<file path="src/rtl/vga_tile_renderer.sv">
// Pipelined tile/sprite renderer: tile-map lookup, palette, horizontal scroll and
// fixed-priority box sprites, producing registered RGB444 three cycles after each pixel.
module vga_tile_renderer #(
    parameter int TILE_LOG2   = 5,
    parameter int MAP_COLS    = 32,
    parameter int MAP_ROWS    = 15,
    parameter int CODE_W      = 4,
    parameter int NUM_SPRITES = 4,
    parameter int SPRITE_SIZE = 42,
    parameter int COORD_W     = 10
) (
    input  logic                                     clk,
    input  logic                                     reset,
    input  logic                                     pix_valid,
    input  logic                                     frame_start,
    input  logic [COORD_W-1:0]                       row,
    input  logic [COORD_W-1:0]                       col,
    input  logic [COORD_W-1:0]                       scroll_x,
    output logic [$clog2(MAP_ROWS*MAP_COLS)-1:0]     map_addr,
    input  logic [CODE_W-1:0]                        map_data,
    input  logic                                     pal_we,
    input  logic [CODE_W-1:0]                        pal_addr,
    input  logic [11:0]                              pal_data,
    input  logic [NUM_SPRITES-1:0]                   sprite_en,
    input  logic [NUM_SPRITES*COORD_W-1:0]           sprite_x,
    input  logic [NUM_SPRITES*COORD_W-1:0]           sprite_y,
    input  logic [NUM_SPRITES*12-1:0]                sprite_rgb,
    output logic                                     out_valid,
    output logic [3:0]                               red,
    output logic [3:0]                               green,
    output logic [3:0]                               blue
);

    localparam int ADDR_W = $clog2(MAP_ROWS*MAP_COLS);
    localparam int TR_W   = COORD_W - TILE_LOG2;
    localparam int TC_W   = COORD_W + 1 - TILE_LOG2;
    localparam int PAL_N  = 2**CODE_W;
    localparam logic [COORD_W:0] WORLD_W  = (COORD_W+1)'(MAP_COLS << TILE_LOG2);
    localparam logic [TR_W-1:0]  ROWS_LIM = TR_W'(MAP_ROWS);
    localparam logic [COORD_W:0] BOX      = (COORD_W+1)'(SPRITE_SIZE);

    function automatic logic [11:0] pal_default(input int idx);
        case (idx)
            1:       pal_default = 12'h09F;
            2:       pal_default = 12'h843;
            3:       pal_default = 12'h0F2;
            4:       pal_default = 12'h09F;
            default: pal_default = 12'h000;
        endcase
    endfunction

    logic [COORD_W-1:0]             scroll_lat;
    logic [NUM_SPRITES-1:0]         en_lat;
    logic [NUM_SPRITES*COORD_W-1:0] x_lat, y_lat;
    logic [NUM_SPRITES*12-1:0]      rgb_lat;

    // The frame_start pixel must already see the new frame state, so bypass the shadows.
    logic                           latch_now;
    logic [COORD_W-1:0]             scroll_eff;
    logic [NUM_SPRITES-1:0]         en_eff;
    logic [NUM_SPRITES*COORD_W-1:0] x_eff, y_eff;
    logic [NUM_SPRITES*12-1:0]      rgb_eff;

    assign latch_now  = frame_start & pix_valid;
    assign scroll_eff = latch_now ? scroll_x   : scroll_lat;
    assign en_eff     = latch_now ? sprite_en  : en_lat;
    assign x_eff      = latch_now ? sprite_x   : x_lat;
    assign y_eff      = latch_now ? sprite_y   : y_lat;
    assign rgb_eff    = latch_now ? sprite_rgb : rgb_lat;

    logic [COORD_W:0]  wx_sum, wx, cx, cy;
    logic [TC_W-1:0]   tile_col;
    logic [TR_W-1:0]   tile_row;
    logic              oob0;
    logic [ADDR_W-1:0] addr0;

    assign wx_sum   = {1'b0, col} + {1'b0, scroll_eff};
    assign wx       = (wx_sum >= WORLD_W) ? wx_sum - WORLD_W : wx_sum;
    assign tile_col = wx[COORD_W:TILE_LOG2];
    assign tile_row = row[COORD_W-1:TILE_LOG2];
    assign oob0     = tile_row >= ROWS_LIM;
    assign addr0    = ADDR_W'(tile_row) * ADDR_W'(MAP_COLS) + ADDR_W'(tile_col);
    assign cx       = {1'b0, col};
    assign cy       = {1'b0, row};

    logic             hit0;
    logic [11:0]      rgb0;
    logic [COORD_W:0] sx, sy;

    // Scan from the highest index down so the lowest-index hit is left standing.
    always_comb begin
        hit0 = 1'b0;
        rgb0 = 12'h000;
        sx   = '0;
        sy   = '0;
        for (int i = NUM_SPRITES - 1; i >= 0; i--) begin
            sx = {1'b0, x_eff[i*COORD_W +: COORD_W]};
            sy = {1'b0, y_eff[i*COORD_W +: COORD_W]};
            if (en_eff[i] && cx >= sx && cx < sx + BOX && cy >= sy && cy < sy + BOX) begin
                hit0 = 1'b1;
                rgb0 = rgb_eff[i*12 +: 12];
            end
        end
    end

    logic        v1, hit1, oob1;
    logic [11:0] rgb1;
    logic        v2, hit2, oob2;
    logic [11:0] rgb2;
    logic [11:0] pal [PAL_N];
    logic [11:0] pal_rd;

    assign pal_rd = pal[oob2 ? CODE_W'(0) : map_data];

    always_ff @(posedge clk) begin
        if (reset) begin
            scroll_lat <= '0;
            en_lat     <= '0;
            x_lat      <= '0;
            y_lat      <= '0;
            rgb_lat    <= '0;
            map_addr   <= '0;
            v1         <= 1'b0;
            hit1       <= 1'b0;
            oob1       <= 1'b0;
            rgb1       <= 12'h000;
            v2         <= 1'b0;
            hit2       <= 1'b0;
            oob2       <= 1'b0;
            rgb2       <= 12'h000;
            out_valid  <= 1'b0;
            red        <= 4'h0;
            green      <= 4'h0;
            blue       <= 4'h0;
            for (int i = 0; i < PAL_N; i++) pal[i] <= pal_default(i);
        end else begin
            if (latch_now) begin
                scroll_lat <= scroll_x;
                en_lat     <= sprite_en;
                x_lat      <= sprite_x;
                y_lat      <= sprite_y;
                rgb_lat    <= sprite_rgb;
            end
            if (pal_we) pal[pal_addr] <= pal_data;

            map_addr <= oob0 ? '0 : addr0;
            v1       <= pix_valid;
            hit1     <= hit0;
            oob1     <= oob0;
            rgb1     <= rgb0;

            v2       <= v1;
            hit2     <= hit1;
            oob2     <= oob1;
            rgb2     <= rgb1;

            out_valid <= v2;
            {red, green, blue} <= v2 ? (hit2 ? rgb2 : pal_rd) : 12'h000;
        end
    end

endmodule

</file>
<file path="config.mk">
export PLATFORM = sky130hd
export DESIGN_NAME = vga_tile_renderer
export DESIGN_NICKNAME = d
export VERILOG_FILES = /design/src/rtl/vga_tile_renderer.sv
export SDC_FILE = /design/constraint.sdc
export NUM_CORES = 1
export LEC_CHECK = 0
export ABC_AREA = 1
export BUFFER_PORTS_ARGS = -buffer_cell sky130_fd_sc_hd__buf_2
export CAP_MARGIN = 10
export CORE_ASPECT_RATIO = 1.4
export CORE_MARGIN = 2
export CORE_UTILIZATION = 52
export DETAILED_ROUTE_END_ITERATION = 16
export PLACE_DENSITY_LB_ADDON = 0.1
export SLEW_MARGIN = 20
export SYNTH_ARGS = -nofsm -noshare
export SYNTH_HDL_FRONTEND = slang
export SYNTH_SLANG_ARGS = --single-unit
</file>
<file path="constraint.sdc">
create_clock -name clk -period 2.9 [get_ports clk]
set_input_delay 0.145 -clock clk [delete_from_list [all_inputs] [get_ports clk]]
set_output_delay 0.145 -clock clk [all_outputs]
set_load 0.03 [all_outputs]
</file>
==> results.ini <==
[placed_design]
gp_congestion=0.915
pre_cts_ws_ns=-0.303
portBuffers=208
dp_cells=3409
hpwl_um=43700

[run]
cap_violations=0

[synthesis]
ys_types=50
yosysWarnings=0
ys.flop_type=dfxtp_1
netlist_top_cells_count=nor2_1, nand2_1, inv_1, dfxtp_1, edfxtp_1
seq_area_frac_synth_pct=45.0
yosysTopAreaCell=edfxtp_1
synth.most_common_cell=nor2_1
syn_avg_cell_area_um2=8.22
synth_top_area_share_pct=26.9
async_reset_ff_share_pct=0
syn_inst=2608
synth_edf_count=192
netlist_area_um2=21400
ys_ff_latch=386
syn_nets=2962
synth_area_leaders=edfxtp_1, dfxtp_1, ha_1

[critical_path]
end_kind=flop
critPathLaunchType=flop
critPathArrivalTime_ns=3.36
cp_data_required_time_ns=3.37
critical_path_class=flop to flop
cp_max_fo=6

[global_route]
antenna_found_initial=2
grtUsageTotal_pct=28.2
grt_pass1_wl_um=94600
grt_pass1_vias=18700
grt_max_degree=161
grt-ovfl-total=0

[sta]
finalSetupViolCount=0
hold_viol=2
max_slew.worst_pin.slew_ns=0.942
layout_setup_ws_ns=0.0167
min_period_ns=2.88
holdWs_ns=-0.00234
finalMaxSlewViolations=0
fmax_ghz=0.347
clock-skew-final_ns=0.0173
rsz0062_at_grt=true
slew_headroom_pct=36.4
setup_tns_ns=0
fin_crit_sh_pct=99.4

[finish]
nets=3339
syn_to_final_growth_pct=22.6
fill_cells=3561
instances_no_fill=3558
drive_gt1_share_pct=18.8

[floorplanning]
die_h_um=244
core_um2=41000
ios=209
rows=88
die_area_um2=42900
die_x_um=176
initial_core_util_pct=52.3

[clock_tree]
clkSlewWorstSetupHoldPaths_ns=0.06
cts-root-buf=clkbuf_16
clock_path_buffers=3
cts_inserted_buffers=39
h-tree-depth=2
cts_tree=built
clock_sinks=386
clk_latency_ns=0.55

[power]
power.density_nw_per_um2=530
vdd_drop_max_mv=0.518
leakagePower_uw=0.0124

[drt]
firstDrtPassIters=5
ant_nets=0
wl_per_cell_um=17.1
drcViolationCount=0
vias_per_cell=5.22
drtIter0Drc=968
drt_wl_total_um=60700
vias=18600

[hold_path]
min_path_type=input port to flop

[status]
status=finished with violations
violations=hold timing

-- final timing paths --
path | slack [ns] | to | startpoint | cells after the start
worst max-delay path | 0.02 | rgb1[2] | x_lat[32] | 23
worst min-delay path | -0.002 | rgb_lat[45] | sprite_rgb[45] | 3
worst max register to register | 0.02 | rgb1[2] | x_lat[32] | 23
worst min register to register | 0.41 | rgb2[5] | rgb1[5] | 2
-- cells in the final DEF (no fill, tap or decap), types with 15 or more instances in the layout --
master / count
edfxtp_1: 192
dfxtp_1: 193
ha_1: 165
a21oi_1: 91
o31ai_1: 24
nand3_1: 69
nor2_1: 531
o311ai_0: 24
o21ai_0: 71
buf_2: 207
dlygate4sd3_1: 72
mux2i_1: 42
o211ai_1: 79
nand2_1: 452
o21ai_1: 24
clkbuf_16: 41
inv_1: 306
or2_2: 48
buf_4: 162
nand2_2: 15
xor2_1: 49
-- flip-flops by register name (all words and copies together), names as in the netlist --
name        flops
blue            4
en_lat          4
green           4
hit1            1
hit2            1
map_addr        9
oob1            1
oob2            1
out_valid       1
pal           192
red             4
rgb1           12
rgb2           12
rgb_lat        48
scroll_lat     10
v1              1
v2              1
x_lat          40
y_lat          40
-- repair_timing --
action                     in CTS  in global routing
setup buffers                   0                  2
hold buffers                   72                  0
hold endpoints to repair       72                  0
setup endpoints to repair      12                 13
resized for setup               9                 43
pin swaps                       2                 26
gates cloned                    0                  1
-- worst max-delay path, cell delays in order, from the launching register on --
cell       delay (ns)
dfxtp_1          0.30
nand2_1          0.06
o21a_2           0.19
inv_1            0.08
ha_4             0.18
o21ai_4          0.14
xor2_1           0.23
ha_1             0.28
nand2_1          0.09
a21oi_1          0.04
nor2_1           0.10
nand2_1          0.07
nand2_1          0.05
nand2_1          0.05
nand2_1          0.07
nand2_1          0.06
nand2_2          0.09
nand2_2          0.08
nor2_4           0.14
clkbuf_16        0.17
nand3_1          0.06
nand2_1          0.10
nand2_1          0.07
a21oi_2          0.10
-- per-stage QoR --
stage	cell area, um^2	utilization (%)	total power [uW]
floorplan	21400	-	7800
global placement	24100	58.7	8750
detailed placement	24100	58.7	8830
CTS	26100	63.7	13900
global route	26300	64.1	14600
finish	26300	64.1	13900
-- metal layers --
layer	wire length, um	part of all wire (%)	GRT usage, %	vias up
met5	0	0	0	-
met4	3220	5.3	13.8	0
met3	2520	4.2	3.31	168
met2	32200	53	54.0	496
met1	22800	37	30.2	8621
li1	-	-	-	9295
-- cell families after synthesis --
group           Yosys count  share of synthesized area [%]
compound gates          369                           11.0
xor+xnor                 57                           2.33
mux                      44                           2.09
simple gates           1152                           21.7
fa+ha+maj               167                           9.75
buf+inv                 433                           8.14
flops                   386                           45.0
-- final cells by class --
cell class                      instances  area [um^2]  share of cell area (%)
Multi-Input combinational cell       1789        10200                    38.8
Antenna cell                            2         5.00                  0.0190
Inverter                              312         1170                    4.47
Timing Repair Buffer                  457         3280                    12.5
Clock inverter                         23          196                   0.748
Clock buffer                           49         1080                    4.13
Sequential cell                       386         9650                    36.7
Tap cell                              540          676                    2.57
-- power breakdown --
| part | switching [uW] | leakage [uW] | total [uW] | internal, uW |
|---|---|---|---|---|
| sequential | 81.4 | 0.00343 | 6090 | 6010 |
| combinational | 1640 | 0.00829 | 2760 | 1120 |
| clock | 2220 | 0.000638 | 5080 | 2860 |
Note: power is estimated with default switching activity, not from simulation.
